<file path="config.mk">
export PLATFORM = sky130hd
export DESIGN_NAME = sakebi_xmii_rx
export DESIGN_NICKNAME = d
export VERILOG_FILES = /design/src/rtl/sakebi_xmii_rx.sv
export SDC_FILE = /design/constraint.sdc
export NUM_CORES = 1
export LEC_CHECK = 0
export CAP_MARGIN = 20
export CORE_AREA = 2 2 141 170
export CTS_BUF_LIST = sky130_fd_sc_hd__clkbuf_8 sky130_fd_sc_hd__clkbuf_16
export CTS_CLUSTER_SIZE = 8
export DETAILED_ROUTE_END_ITERATION = 7
export DIE_AREA = 0 0 143 172
export GPL_TIMING_DRIVEN = 1
export PLACE_DENSITY = 0.65
export SLEW_MARGIN = 20
export SYNTH_ARGS = -nofsm -noshare
export SYNTH_HDL_FRONTEND = slang
export SYNTH_SLANG_ARGS = --single-unit
</file>
<file path="constraint.sdc">
create_clock -name i_axis_ACLK -period 2.31 [get_ports i_axis_ACLK]
set_input_delay 0.462 -clock i_axis_ACLK [delete_from_list [all_inputs] [get_ports i_axis_ACLK]]
set_output_delay 0.462 -clock i_axis_ACLK [all_outputs]
set_load 0.01 [all_outputs]
</file>
<file path="src/rtl/sakebi_xmii_rx.sv">
// RMII/MII receive front end: strips preamble/SFD, packs bytes LSB-first, emits AXIS frames.
// Latency: a byte is written when the next byte completes or CRS_DV drops; TVALID follows one clock later.
// Backpressure: a frame FIFO absorbs TREADY stalls; FIFO overflow truncates the frame and appends a bad terminator.
module sakebi_xmii_rx #(
  parameter int RXD_W      = 2,    // 2 = RMII, 4 = MII
  parameter int FIFO_DEPTH = 16,   // power of two, >= 4
  parameter int MIN_FRAME  = 64,
  parameter int MAX_FRAME  = 1522
) (
  input  logic             i_axis_ACLK,
  input  logic             i_axis_ARESETn,
  input  logic             i_rmii_CRS_DV,
  input  logic [RXD_W-1:0] i_rmii_RXD,
  output logic             o_axis_TVALID,
  input  logic             i_axis_TREADY,
  output logic [7:0]       o_axis_TDATA,
  output logic             o_axis_TLAST,
  output logic             o_axis_TUSER,
  output logic [15:0]      o_err_count
);

  localparam int               AW       = $clog2(FIFO_DEPTH);
  localparam int               SPB      = 8 / RXD_W;
  localparam logic [1:0]       LAST_SYM = 2'(SPB - 1);
  localparam logic [RXD_W-1:0] PRE_SYM  = (RXD_W == 2) ? RXD_W'(1) : RXD_W'(5);
  localparam logic [RXD_W-1:0] SFD_SYM  = (RXD_W == 2) ? RXD_W'(3) : RXD_W'(13);
  localparam logic [10:0]      BYTE_MAX = 11'h7ff;
  localparam logic [10:0]      MIN_LEN  = 11'(MIN_FRAME);
  localparam logic [10:0]      OVER_LEN = 11'(MAX_FRAME + 1);
  localparam logic [AW:0]      FULL_OCC = (AW + 1)'(FIFO_DEPTH);

  typedef struct packed {
    logic       user;
    logic       last;
    logic [7:0] data;
  } beat_t;

  typedef enum logic [2:0] {
    WAIT_IDLE,
    IDLE,
    PREAMBLE,
    DATA,
    DROP,
    TERM
  } state_t;

  // ---------------------------------------------------------------------------
  // Frame FIFO: storage array plus a registered head stage. Occupancy counts
  // the head register too, so FIFO_DEPTH is the total number of beats held.
  // ---------------------------------------------------------------------------
  beat_t         mem [FIFO_DEPTH];
  beat_t         head;
  logic          head_vld;
  logic [AW-1:0] wr_ptr;
  logic [AW-1:0] rd_ptr;
  logic [AW:0]   occ;
  logic [AW:0]   mem_cnt;
  logic          rd_fire;
  logic          load;
  logic          can_write;
  logic          wr_req;
  logic          wr_vld;
  beat_t         wr_dat;

  assign rd_fire   = head_vld & i_axis_TREADY;
  // A beat leaving the head this cycle frees a slot, so a full FIFO can still take a write.
  assign can_write = (occ != FULL_OCC) | rd_fire;
  assign wr_vld    = wr_req & can_write;
  assign mem_cnt   = occ - {{AW{1'b0}}, head_vld};
  assign load      = (mem_cnt != '0) & (~head_vld | i_axis_TREADY);

  // Storage array write; contents are qualified by the pointers so no reset is needed
  always_ff @(posedge i_axis_ACLK) begin
    if (wr_vld) mem[wr_ptr] <= wr_dat;
  end

  // Pointers, occupancy and the registered first-word-fall-through head
  always_ff @(posedge i_axis_ACLK or negedge i_axis_ARESETn) begin
    if (!i_axis_ARESETn) begin
      wr_ptr   <= '0;
      rd_ptr   <= '0;
      occ      <= '0;
      head     <= '0;
      head_vld <= 1'b0;
    end else begin
      if (wr_vld) wr_ptr <= wr_ptr + 1'b1;
      if (load) begin
        head     <= mem[rd_ptr];
        head_vld <= 1'b1;
        rd_ptr   <= rd_ptr + 1'b1;
      end else if (rd_fire) begin
        head_vld <= 1'b0;
      end
      case ({wr_vld, rd_fire})
        2'b10:   occ <= occ + 1'b1;
        2'b01:   occ <= occ - 1'b1;
        default: occ <= occ;
      endcase
    end
  end

  assign o_axis_TVALID = head_vld;
  assign o_axis_TDATA  = head.data;
  assign o_axis_TLAST  = head.last;
  assign o_axis_TUSER  = head.user;

  // ---------------------------------------------------------------------------
  // Receive framer
  // ---------------------------------------------------------------------------
  state_t      state;
  logic        pre_seen;    // at least one preamble symbol seen
  logic        in_data;     // frame reached DATA, so a drop owes a terminator
  logic        err_sticky;
  logic [1:0]  sym_cnt;
  logic [7:0]  byte_reg;
  logic [7:0]  byte_nxt;
  logic [7:0]  hold;
  logic        hold_vld;
  logic [10:0] byte_cnt;
  logic [10:0] byte_cnt_inc;
  logic        byte_done;
  logic        over_len;
  logic        eof_bad;

  assign byte_done    = (state == DATA) & i_rmii_CRS_DV & (sym_cnt == LAST_SYM);
  assign byte_cnt_inc = (byte_cnt == BYTE_MAX) ? byte_cnt : byte_cnt + 11'd1;
  assign over_len     = byte_done & (byte_cnt_inc == OVER_LEN);
  assign eof_bad      = (sym_cnt != 2'd0) | (byte_cnt < MIN_LEN) | err_sticky;

  // Byte assembly: the current symbol lands in its LSB-first slot
  always_comb begin
    byte_nxt = byte_reg;
    byte_nxt[int'(sym_cnt) * RXD_W +: RXD_W] = i_rmii_RXD;
  end

  // FIFO write request: held byte on next byte / end of frame, or a terminator
  always_comb begin
    wr_req = 1'b0;
    wr_dat = '0;
    case (state)
      DATA: begin
        if (!i_rmii_CRS_DV) begin
          wr_req      = 1'b1;
          wr_dat.last = 1'b1;
          // An empty frame still produces a single bad beat so downstream sees the event.
          wr_dat.user = hold_vld ? eof_bad : 1'b1;
          wr_dat.data = hold_vld ? hold : 8'h00;
        end else if (byte_done && hold_vld) begin
          wr_req      = 1'b1;
          wr_dat.data = hold;
        end
      end
      TERM: begin
        wr_req      = 1'b1;
        wr_dat.user = 1'b1;
        wr_dat.last = 1'b1;
      end
      default: ;
    endcase
  end

  // Receive state machine with its datapath registers
  always_ff @(posedge i_axis_ACLK or negedge i_axis_ARESETn) begin
    if (!i_axis_ARESETn) begin
      state      <= WAIT_IDLE;
      pre_seen   <= 1'b0;
      in_data    <= 1'b0;
      err_sticky <= 1'b0;
      sym_cnt    <= 2'd0;
      byte_reg   <= 8'h00;
      hold       <= 8'h00;
      hold_vld   <= 1'b0;
      byte_cnt   <= 11'd0;
    end else begin
      case (state)
        // Never join a frame midway: wait for carrier to go away first.
        WAIT_IDLE: begin
          if (!i_rmii_CRS_DV) state <= IDLE;
        end
        IDLE: begin
          in_data <= 1'b0;
          if (i_rmii_CRS_DV) begin
            state    <= PREAMBLE;
            pre_seen <= (i_rmii_RXD == PRE_SYM);
          end
        end
        PREAMBLE: begin
          if (!i_rmii_CRS_DV) begin
            state <= DROP;
          end else if (i_rmii_RXD == SFD_SYM && pre_seen) begin
            state      <= DATA;
            in_data    <= 1'b1;
            err_sticky <= 1'b0;
            sym_cnt    <= 2'd0;
            byte_reg   <= 8'h00;
            hold_vld   <= 1'b0;
            byte_cnt   <= 11'd0;
          end else if (i_rmii_RXD == PRE_SYM) begin
            pre_seen <= 1'b1;
          end else begin
            state <= DROP;
          end
        end
        DATA: begin
          if (!i_rmii_CRS_DV) begin
            if (can_write) begin
              state <= IDLE;
            end else begin
              err_sticky <= 1'b1;
              state      <= DROP;
            end
          end else begin
            byte_reg <= byte_nxt;
            sym_cnt  <= byte_done ? 2'd0 : sym_cnt + 2'd1;
            if (byte_done) begin
              byte_cnt <= byte_cnt_inc;
              hold     <= byte_nxt;
              hold_vld <= 1'b1;
              if ((hold_vld && !can_write) || over_len) begin
                err_sticky <= 1'b1;
                state      <= DROP;
              end
            end
          end
        end
        DROP: begin
          if (!i_rmii_CRS_DV) state <= in_data ? TERM : IDLE;
        end
        // A frame starting while the terminator waits is skipped via WAIT_IDLE.
        TERM: begin
          if (can_write) begin
            in_data <= 1'b0;
            state   <= i_rmii_CRS_DV ? WAIT_IDLE : IDLE;
          end
        end
        default: state <= WAIT_IDLE;
      endcase
    end
  end

  // Saturating count of bad frames actually written to the FIFO
  always_ff @(posedge i_axis_ACLK or negedge i_axis_ARESETn) begin
    if (!i_axis_ARESETn) begin
      o_err_count <= 16'd0;
    end else if (wr_vld && wr_dat.last && wr_dat.user && o_err_count != 16'hffff) begin
      o_err_count <= o_err_count + 16'd1;
    end
  end

endmodule

</file>
* Yosys cells after proc, flatten, opt, wreduce, memory -nomap -nowiden
Memory sizes are Yosys's and may differ from the RTL's. A register that Yosys moved wholly into a read port is not among the register bits.
Index checks and enable logic that the tools add are counted.
** Cells by class
- $add $sub $neg :: 9
- $lt $le $gt $ge :: 1
- Equality and inequality tests :: 28
- Shift-type cells :: 2
- Multiplexer cells :: 64
- Bitwise operators :: 11
- Reductions and logical operators :: 24
** Operators with widths (count)
- 2-to-1 mux 8 bit :: 7
- 2-to-1 mux 11 bit :: 5
- 2-to-1 mux 3 bit :: 12
- negator 3 -> 33 bit :: 1
- variable shift 2 x 33 -> 8 bit, first input constant :: 1
- indexed part select 2 x 33 -> 8 bit :: 1
- 2-to-1 mux 1 bit :: 23
- equality test 11 bit, second input constant :: 2
- case mux 11 bit (2 select lines) :: 1
- != test 2 bit, second input constant :: 10
- case mux 3 bit (6 select lines) :: 1
- adder 16 x 1 -> 16 bit, second input constant :: 1
- != test 16 bit, second input constant :: 1
- case mux 8 bit (2 select lines) :: 1
- adder 11 x 1 -> 11 bit, second input constant :: 1
- < comparator 11 x 7 -> 1 bit, second input constant :: 1
- 2-to-1 mux 2 bit :: 5
- case mux 5 bit (2 select lines) :: 1
- AND reduction 5 bit :: 2
- nonzero test 2 bit :: 5
- adder 4 x 1 -> 4 bit, second input constant :: 2
- bitwise mux 8 bit :: 1
- case mux 1 bit (2 select lines) :: 4
- case mux 2 bit (2 select lines) :: 2
- 27 further kinds :: 48
** Storage, ports and cells
- Bits in registers :: 66
- RAM bits :: 160
- Input bits :: 6
- Output and inout bits :: 27
- Word-level logic and storage cells :: 154
- Memories kept :: 1
** Memories
- mem :: depth 16, width 10, read ports 1, clocked after memory_dff 1, write ports 1, line 51 : beat_t mem [FIFO_DEPTH];

* Logic depth before layout (Yosys ltp)
Gate-level depths: netlist of run 1.
- Depth in word-level cells :: 11
- Mapped depth :: 11
- Depth with buffers taken out :: 11

* Worst setup path after synthesis of run 1
OpenSTA, ideal clock, no wires.
- Kind :: register to register
- Start point :: reg state[0]
- End point :: reg occ[4]
- Setup time :: 0.079 ns
- Arrival time :: 2.274 ns
- Required time :: 2.231 ns
- Slack :: -0.043 ns
- Stages on the path, launching flop included :: 11
- Buffers on the path :: 2
- Period minus slack after synthesis :: 2.353 ns
- Cells stage by stage :: dfrtp_1 clkbuf_1 buf_1 o21ai_1 nand3_1 inv_1 fa_1 a21o_1 a21oi_1 mux2i_1 xor2_1
** Between the ends
- Longest elaborated chain between the ends :: 10
- Elaborated cells between the ends (all ways) :: 13
- Classes of those cells :: 4 x eq/ne; 4 x mux; 3 x bitwise; 2 x reduce/logical
** Ends and longest elaborated chain
- start: declaration :: line 110 : state_t state;
- start signal: assignment :: line 227 : if (!i_rmii_CRS_DV) state <= in_data ? TERM : IDLE;
- start signal: assignment :: line 233 : state <= i_rmii_CRS_DV ? WAIT_IDLE : IDLE;
- equality test 3 x 2 -> 1 bit :: line 125, 140
- AND 1 bit (2 in series) :: line 125 : assign byte_done = (state == DATA) & i_rmii_CRS_DV & (sym_cnt == LAST_SYM);
- logical AND 1 bit :: line 148 : end else if (byte_done && hold_vld) begin
- 2-to-1 mux 1 bit :: line 148
- 2-to-1 mux 1 bit :: line 142 : if (!i_rmii_CRS_DV) begin
- case mux 1 bit (2 select lines) * :: line 140 : case (state)
- AND 1 bit * :: line 68 : assign wr_vld = wr_req & can_write;
- equality test 2 x 1 -> 1 bit / equality test 2 bit (equally long branches) :: line 94 : case ({wr_vld, rd_fire})
- case mux 5 bit (2 select lines) / nonzero test 2 bit (equally long branches)
- end signal: assignment :: line 95 : 2'b10: occ <= occ + 1'b1;
- end signal: assignment :: line 96 : 2'b01: occ <= occ - 1'b1;
- end: declaration :: line 56 : logic [AW:0] occ;
Mark *: on every way between the ends. The rest lies on a longest branch, timed or not.
A chain may end at the register's enable or synchronous reset.

* Final worst setup path of run 1
- Start point :: reg byte_cnt[1]
- End point :: reg state[1]
** Between the ends
- Longest elaborated chain between the ends :: 7
- Elaborated cells between the ends (all ways) :: 8
- Classes of those cells :: 1 x add/sub; 3 x eq/ne; 1 x mux; 1 x bitwise; 2 x reduce/logical
** Ends and longest elaborated chain
- start: declaration :: line 119 : logic [10:0] byte_cnt;
- start signal: assignment :: line 216 : byte_cnt <= byte_cnt_inc;
- adder 11 x 1 -> 11 bit / equality test 11 bit (equally long branches) :: line 126 : assign byte_cnt_inc = (byte_cnt == BYTE_MAX) ? byte_cnt : byte_cnt + 11'd1;
- 2-to-1 mux 11 bit * :: line 126
- equality test 11 bit * :: line 127 : assign over_len = byte_done & (byte_cnt_inc == OVER_LEN);
- AND 1 bit * :: line 127
- logical OR 1 bit * :: line 219 : if ((hold_vld && !can_write) || over_len) begin
- != test 3 x 2 -> 1 bit (no line) *
- AND reduction 7 bit (no line) *
Marks and branches as above.

==> results.cfg, run 1 <==
[logic_synthesis]
ys_types = 58
synth_edf_count = 160
yosysTopAreaCell = edfxtp_1
synth_ff_type = edfxtp_1
synth_seq_area_share = 0.655
ys_warn_count = 0
synth-seq-cells = 234
yosys-top-cells-area = edfxtp_1, dfrtp_1, mux4_2, ha_1, mux2_2
syn_avg_cell_area_um2 = 15.4
synth_top_area_frac = 0.472
netlist_area_um2 = 10200
synthArstFlopShare = 0.316
synthCells = 661
synth_fp_nets = 684

[placement]
gp_congestion = 0.882
port_buffers = 32
place_hpwl_um = 14100
postPlaceCellArea_um2 = 11700
place_ws_ns = -0.351

[sta]
skew_ns = 0.0166
tns_ns = 0
post-route-period-util = 0.954
setup_ws_ns = 0.106
finalMaxSlewViolations = 0
max_slew_margin = 0.509
hold_viol_final = 0
fmax_mhz = 454
tightest_slew_ns = 0.730
period_needed_ns = 2.20
setup_viol = 0

[critical_path]
endpoint_kind = flop
critPathMaxFanout = 4
critPathArrivalTime_ns = 2.60
crit_type = flop to flop
required_ns = 2.71
worstSetupStartpointType = flop

[power]
leakage_nw = 4.89
power.density_nw_per_um2 = 1090
combPwrFrac = 0.286
clock_power_share = 0.327
power_frac_seq = 0.387
swShare = 0.290
ir_drop_mv = 0.514
internal-power_mw = 9.90
p_total_mw = 13.9
p_sw_mw = 4.05

[clock_network]
numCtsBuffers = 35
clkSinkCount = 234
cts_buffer_depth = 3
clock_latency_ns = 0.51
clkSlewWorstSetupHoldPaths_ns = 0.05
htreeDepth = 2
cts_tree = built
cts-root-buf = clkbuf_16

[global_route]
grt_max_degree = 44
track_usage = 0.180
antenna_found_initial = 0
grt_overflow = 0
grt_pass1_vias = 6196
grt_pass1_wl_um = 34000

[drt]
drc = 0
vias = 6067
vias_per_cell = 5.37
first_iter_violations = 319
first_pass_iters = 5
drt-wirelength-per-cell_um = 18.7
drtAntennaViolNets = 0
routed_wl_um = 21100

[run_status]
status = complete, no violations

[final_layout]
fin_util = 0.557
fin_nets = 815
finalInstanceArea_um2 = 12800
largest_register = mem
largest_reg_flops = 160
final_common_cell = edfxtp_1
mostFrequentLayoutCells = edfxtp_1, dfrtp_1, buf_4
top_regs = mem: 160 flops, o_err_count: 16 flops, byte_cnt: 11 flops
antenna_cells = 0
drive_above_1_share = 0.265
area_growth_pct = 25.9

[run]
cap_viol_max_count = 0

[die]
ios = 33
die_h_um = 172
die_area_um2 = 24600
initial_core_util = 0.443
die_x_um = 143
core_um2 = 23000
row_count = 61

[worst_hold_path]
hold_class = flop to flop
-- path summary, 6_finish.rpt --
kind,cells past startpoint,endpoint,startpoint,slack (ns)
min,1,hold[6],hold[6],0.46
max,7,state[1],byte_cnt[1],0.11
min in group asynchronous,2,o_axis_TDATA[5],i_axis_ARESETn,0.51
min reg2reg,1,hold[6],hold[6],0.46
max in group asynchronous,3,o_err_count[6],i_axis_ARESETn,1.19
max reg2reg,7,state[1],byte_cnt[1],0.11
-- cells in the mapped netlist, types with 2 or more instances --
| cell | instances |
|---|---|
| a22o_1 | 5 |
| o2111ai_1 | 2 |
| buf_2 | 12 |
| and3_1 | 7 |
| mux2i_1 | 2 |
| xnor2_1 | 20 |
| ha_1 | 16 |
| o21ai_1 | 3 |
| mux2_2 | 16 |
| clkbuf_1 | 15 |
| a21o_1 | 4 |
| xor2_1 | 7 |
| nand4_1 | 16 |
| and4_1 | 3 |
| edfxtp_1 | 160 |
| or3_1 | 3 |
| nor4_1 | 4 |
| nor2b_1 | 11 |
| nand2_1 | 43 |
| a31oi_1 | 12 |
| dfrtp_1 | 74 |
| inv_1 | 19 |
| o211ai_1 | 2 |
| o21ai_0 | 25 |
| o41ai_1 | 2 |
| o21a_1 | 3 |
| nor3_1 | 8 |
| nor3b_1 | 3 |
| and2_1 | 24 |
| a21oi_1 | 20 |
| a41oi_1 | 2 |
| buf_1 | 2 |
| nor2_1 | 26 |
| nand2b_1 | 4 |
| mux4_2 | 50 |
| nand3_1 | 14 |
-- worst max-delay path: stages, from the launching register on --
cell and delay, ns:
dfrtp_1 0.39, ha_4 0.18, nand2_1 0.07, or3_4 0.40, a2111oi_4 0.34, o2111ai_2 0.22
a21oi_2 0.16, mux2_1 0.32
-- logic make-up after synthesis --
family,share of synthesized area
xor gates and xnor gates,0.0233
adders and majority gates,0.0217
and+or+nand+nor,0.0912
buffers and inverters,0.0192
muxes,0.132
DFF,0.655
AOI/OAI and AO/OA,0.0587
-- final cells by class --
type / count / area [um^2]
fillers: 1784 / 10200
multi-input cells: 379 / 3370
well taps: 315 / 394
inverters: 19 / 71.3
clock inverters: 25 / 140
repair buffers: 123 / 1290
flip-flops and latches: 234 / 6660
clock buffers: 35 / 876
-- power groups by stage --
stage | Sequential (mW) | Clock (mW) | Combinational, mW
final | 5.40 | 4.56 | 3.99
after global routing | 5.47 | 4.85 | 4.37
after CTS | 5.40 | 4.68 | 4.01
after detailed placement | 5.47 | 0 | 3.99
after global placement | 5.44 | 0 | 3.88
after floorplan | 5.40 | 0 | 2.57
-- through the flow --
step | hold WS [ns] | cells
after floorplan | 0.166 | 661
after global placement | 0.453 | 1067
after detailed placement | 0.458 | 1067
after CTS | 0.469 | 1128
after global routing | 0.482 | 1130
final | 0.464 | 1130
-- what timing repair did --
action | 4_1_cts | 5_1_grt
hold buffers | 1 | 0
gates resized for setup | 6 | 8
setup buffers | 0 | 2
hold endpoints to repair | 33 | 0
endpoints found under the setup margin | 3 | 25
pin swaps | 1 | 9
-- per-layer routing --
| metal | up-vias | GRT usage | wire length, um |
|---|---|---|---|
| met5 | - | 0 | 0 |
| met4 | 0 | 0.0551 | 473 |
| met3 | 44 | 0.0349 | 1080 |
| met2 | 162 | 0.319 | 11100 |
| met1 | 3052 | 0.224 | 8470 |
| li1 | 2809 | - | - |
Note: power is estimated with default switching activity, not from simulation.
==> run 2, diff against run 1 <==
--- a/config.mk
+++ b/config.mk
@@ -12,7 +12,7 @@
 export DETAILED_ROUTE_END_ITERATION = 7
 export DIE_AREA = 0 0 143 172
 export GPL_TIMING_DRIVEN = 1
-export PLACE_DENSITY = 0.65
+export PLACE_DENSITY = 0.63
 export SLEW_MARGIN = 20
 export SYNTH_ARGS = -nofsm -noshare
 export SYNTH_HDL_FRONTEND = slang
==> constraint.sdc (replaced) <==
create_clock -name i_axis_ACLK -period 2.05 [get_ports i_axis_ACLK]
set_input_delay 0.41 -clock i_axis_ACLK [delete_from_list [all_inputs] [get_ports i_axis_ACLK]]
set_output_delay 0.41 -clock i_axis_ACLK [all_outputs]
set_load 0.01 [all_outputs]
==> run 2 against run 1 <==
The run now ends with negative setup slack left. Design area grew 5.0%. Setup slack lost 0.34 ns. Register-to-register slack lost 0.34 ns. Clock skew grew 0.011 ns. Clock-buffer cell count grew 1. Global-route usage grew 1.4 points. Die area is the same. Largest power group unchanged. First-iteration DRC count grew 14%. Clock power grew 12%. Critical path depth grew 5. Maximum frequency shrank 3.4%.
==> results.cfg, run 2 (synthesis gave the netlist of run 1 again) <==
[global_route]
grt_pass1_wl_um = 36500
grt_max_degree = 32
grt_overflow = 0
grt_pass1_vias = 6741
track_usage = 0.195
antenna_found_initial = 0

[clock_network]
clkSinkCount = 234
htreeDepth = 2
cts-root-buf = clkbuf_16
numCtsBuffers = 35
cts_buffer_depth = 3
cts_tree = built
clock_latency_ns = 0.50
clkSlewWorstSetupHoldPaths_ns = 0.05

[sta]
skew_ns = 0.0275
period_needed_ns = 2.28
post-route-period-util = 1.11
fmax_mhz = 438
max_slew_margin = 0.576
setup_ws_ns = -0.232
setup_viol = 22
rsz0062_at_grt = true
tns_ns = -1.86
finalMaxSlewViolations = 0
tightest_slew_ns = 0.637
hold_viol_final = 0

[final_layout]
top_regs = mem: 160 flops, o_err_count: 16 flops, byte_cnt: 11 flops
area_growth_pct = 32.2
mostFrequentLayoutCells = edfxtp_1, buf_4, dfrtp_1
fin_util = 0.585
drive_above_1_share = 0.344
largest_reg_flops = 160
antenna_cells = 0
fin_nets = 855
largest_register = mem
final_common_cell = edfxtp_1

[die]
ios = 33
row_count = 61
die_area_um2 = 24600
core_um2 = 23000
die_x_um = 143
die_h_um = 172
initial_core_util = 0.443

[drt]
routed_wl_um = 23000
first_pass_iters = 5
drt-wirelength-per-cell_um = 19.7
vias = 6344
vias_per_cell = 5.41
drc = 0
drtAntennaViolNets = 0
first_iter_violations = 363

[power]
ir_drop_mv = 0.768
power.density_nw_per_um2 = 1240
p_total_mw = 16.6
leakage_nw = 5.22

[critical_path]
endpoint_kind = flop
r2r-start = sym_cnt[1]
crit_type = flop to flop
worstSetupStartpointType = flop
required_ns = 2.41
critPathArrivalTime_ns = 2.65
critPathMaxFanout = 3
crit_path_start = sym_cnt[1]

[placement]
place_hpwl_um = 14800
port_buffers = 32
gp_congestion = 0.838
place_ws_ns = -0.477

[run_status]
violations = negative setup slack
status = finished, violations left

[run]
cap_viol_max_count = 0

[worst_hold_path]
hold_class = input port to asynchronous set/reset pin
[run 2: cell count changes in the layout (fill, tap and decap cells not counted), sizes merged]
| cell | before | now |
|---|---|---|
| clkbuf | 35 | 37 |
| inv | 41 | 43 |
| clkinv | 3 | 2 |
| buf | 91 | 130 |
[run 2: final cells by class]
class	count	area (um^2)
clock buffer	36	901
clock inverter	26	120
fill	1763	9530
inverter	19	73.8
multi-input combinational	379	3600
sequential	234	6660
tap	315	394
timing repair buffer	163	1690
[run 2: timing repair]
action                     CTS  global route
pin swaps                   12            15
setup endpoints to repair  107           195
hold buffers                 1             0
hold endpoints to repair    25             0
setup buffers               14            12
gates cloned                 3             1
resized for setup           56            32
[run 2: power by group]
group / switching (mW) / total, mW / internal (mW) / leakage (nW)
logic: 2.41 / 5.43 / 3.02 / 2.14
registers: 0.468 / 6.11 / 5.64 / 2.50
clock network: 1.96 / 5.11 / 3.15 / 0.582
total: 4.83 / 16.6 / 11.8 / 5.22
[run 2: worst paths after layout]
kind | slack (ns) | depth (start not counted) | to
setup reg to reg | -0.23 | 12 | occ[3]
hold reg to reg | 0.47 | 2 | hold[4]
hold / removal | 0.40 | 2 | rd_ptr[3]
setup / recovery | -0.23 | 12 | occ[3]
max in group asynchronous | 1.03 | 3 | occ[2]
min in group i_axis_ACLK | 0.47 | 2 | hold[4]
[run 2: per-stage QoR]
step | area [um^2] | instances | hold slack (ns)
floorplan | 10200 | 661 | 0.114
global placement | 11900 | 1089 | 0.382
detailed placement | 11900 | 1089 | 0.386
CTS | 13300 | 1169 | 0.405
global route | 13400 | 1172 | 0.445
finish | 13400 | 1172 | 0.401
[run 2: worst max-delay path: stages, from the launching register on]
cell and delay, ns:
dfrtp_1 0.38, ha_2 0.21, nand2_2 0.09, a21boi_2 0.07
o21ai_2 0.18, nand3_2 0.12, inv_2 0.12, buf_4 0.13
ha_1 0.21, a21o_1 0.19, a21oi_4 0.13, xnor2_1 0.08
mux2_2 0.26
[run 2: per-layer routing]
metal | part of all wire | up-vias | GRT usage | wire length, um
met4 | 0.025 | 0 | 0.0607 | 567
li1 | - | 2899 | - | -
met5 | 0 | - | 0 | 0
met3 | 0.039 | 46 | 0.0305 | 892
met1 | 0.40 | 3241 | 0.235 | 9130
met2 | 0.54 | 158 | 0.357 | 12500
==> run 3, diff against run 2 <==
--- a/config.mk
+++ b/config.mk
@@ -11,8 +11,10 @@
 export CTS_CLUSTER_SIZE = 8
 export DETAILED_ROUTE_END_ITERATION = 7
 export DIE_AREA = 0 0 143 172
+export DONT_BUFFER_PORTS = 1
 export GPL_TIMING_DRIVEN = 1
-export PLACE_DENSITY = 0.63
+export PLACE_DENSITY = 0.61
+export RECOVER_POWER = 50
 export SLEW_MARGIN = 20
 export SYNTH_ARGS = -nofsm -noshare
 export SYNTH_HDL_FRONTEND = slang
==> run 3 against run 2 <==
The run still ends with negative setup slack left. Global-route usage decreased by 0.50 points. Maximum frequency increased by 6.3%. Register-to-register slack improved by 0.14 ns. Total power decreased by 2.6%. Hold slack got worse by 0.30 ns. Sequential power about the same. Final cell count decreased by 4.6%.
==> results.cfg, run 3 (synthesis gave the netlist of run 1 again) <==
[run_status]
status = finished, violations left
violations = negative setup slack

[placement]
port_buffers = 0
place_hpwl_um = 14500
gp_congestion = 0.868

[sta]
setup_ws_ns = -0.0959
holdWs_ns = 0.101
finalMaxSlewViolations = 0
hold_viol_final = 0
post-route-period-util = 1.05
tightest_slew_ns = 1.10
rsz0062_at_grt = true
fmax_mhz = 466
setup_viol = 18
max_slew_margin = 0.269
skew_ns = 0.0161
period_needed_ns = 2.15

[clock_network]
cts_tree = built
clock_latency_ns = 0.51
cts_buffer_depth = 3
cts-root-buf = clkbuf_16
clkSinkCount = 234
numCtsBuffers = 35
clkSlewWorstSetupHoldPaths_ns = 0.05
htreeDepth = 2

[drt]
drtAntennaViolNets = 0
vias = 6067
first_iter_violations = 370
routed_wl_um = 22400
drc = 0
drt-wirelength-per-cell_um = 20.0
first_pass_iters = 5
vias_per_cell = 5.43

[global_route]
antenna_found_initial = 0
grt_pass1_wl_um = 35700
grt_pass1_vias = 6462
grt_overflow = 0
grt_max_degree = 75
track_usage = 0.190

[power]
p_total_mw = 16.2
leakage_nw = 4.95
ir_drop_mv = 0.678
power.density_nw_per_um2 = 1260

[worst_hold_path]
holdPathEnd = hold[3]
hold_depth = 2
hold_class = input port to flop
min_from = i_rmii_RXD[1]

[final_layout]
mostFrequentLayoutCells = edfxtp_1, dfrtp_1, buf_4
multiInputGateArea_um2 = 3620
drive_above_1_share = 0.333
largest_reg_flops = 160
final_common_cell = edfxtp_1
antenna_cells = 0
area_growth_pct = 26.7
largest_register = mem
seq_area_um2 = 6660
fillers = 1814
top_regs = mem: 160 flops, o_err_count: 16 flops, byte_cnt: 11 flops
fin_nets = 802

[die]
die_h_um = 172
die_area_um2 = 24600
core_um2 = 23000
ios = 33
die_x_um = 143
initial_core_util = 0.443
row_count = 61

[critical_path]
worstSetupStartpointType = flop
r2r_slack_ns = -0.1
slowest_stage = dfrtp_2
r2r-end = state[1]
slowest_delay_ns = 0.39
required_ns = 2.43
r2r-start = byte_cnt[1]
reg2reg_depth = 7
critPathArrivalTime_ns = 2.53
crit_type = flop to flop
critPathMaxFanout = 3
endpoint_kind = flop
crit_chain = ha_4, nand2_4, or3_4, a2111oi_4, o2111ai_2, a21oi_2, mux2_4

[run]
cap_viol_max_count = 0
[run 3: cell count changes in the layout (fill, tap and decap cells not counted), sizes merged]
cell	before	now
buf	130	93
clkbuf	37	50
clkdlybuf4s50	31	0
clkinvlp	0	1
dlygate4sd3	1	2
inv	43	42
[run 3: through the flow]
step	TNS (ns)	util	instance area, um^2	setup slack (ns)	instances
after floorplan	-0.0785	-	10200	-0.0711	661
after global placement	-6.59	0.497	11400	-0.153	1039
after detailed placement	-10.18	0.497	11400	-0.208	1039
after CTS	-1.08	0.557	12800	-0.130	1115
after global routing	-3.90	0.561	12900	-0.225	1118
final	-0.576	0.561	12900	-0.0959	1118
[run 3: worst max-delay path by stage]
stage / end / start / depth (start not counted) / slack (ns)
2_1_floorplan: occ[4] / sym_cnt[1] / 11 / -0.07
3_3_place_gp: o_err_count[13] / sym_cnt[0] / 10 / -0.15
3_5_place_dp: occ[4] / sym_cnt[0] / 11 / -0.21
4_1_cts: occ[4] / sym_cnt[0] / 11 / -0.13
5_1_grt: state[1] / byte_cnt[1] / 7 / -0.22
6_report: state[1] / byte_cnt[1] / 7 / -0.1
[run 3: what timing repair did]
action	CTS	global route
buffers inserted	9	8
hold endpoints to repair	75	0
gates resized for setup	29	47
pin swaps	5	21
endpoints found under the setup margin	128	214
hold buffers	3	0
cloned	3	0
[run 3: layout make-up]
class                      count  share of cell area
sequential                   234               0.517
multi-input combinational    379               0.281
timing repair buffer         110              0.0864
clock buffer                  35              0.0680
tap                          315              0.0306
clock inverter                26              0.0111
inverter                      19             0.00573
[run 3: power by group]
part	switching (mW)	internal (mW)	total [mW]	leakage, nW
sequential	0.496	5.64	6.14	2.50
combinational	2.30	2.67	4.96	1.88
clock	2.01	3.10	5.11	0.572
total	4.81	11.4	16.2	4.95
[run 3: critical path: cells and delay by family, from the launching register on]
family | cells | cell delay, ns
AOI/OAI and AO/OA | 3 | 0.71
adders and majority gates | 1 | 0.17
DFF | 1 | 0.39
muxes | 1 | 0.31
and+or+nand+nor | 2 | 0.44
[run 3: layer usage]
metal	vias up	wire length (um)	global-route usage	share of wire
met1	3100	9230	0.231	0.41
met2	137	11900	0.344	0.53
met4	0	466	0.0551	0.021
met3	45	841	0.0346	0.038
met5	-	0	0	0
li1	2785	-	-	-
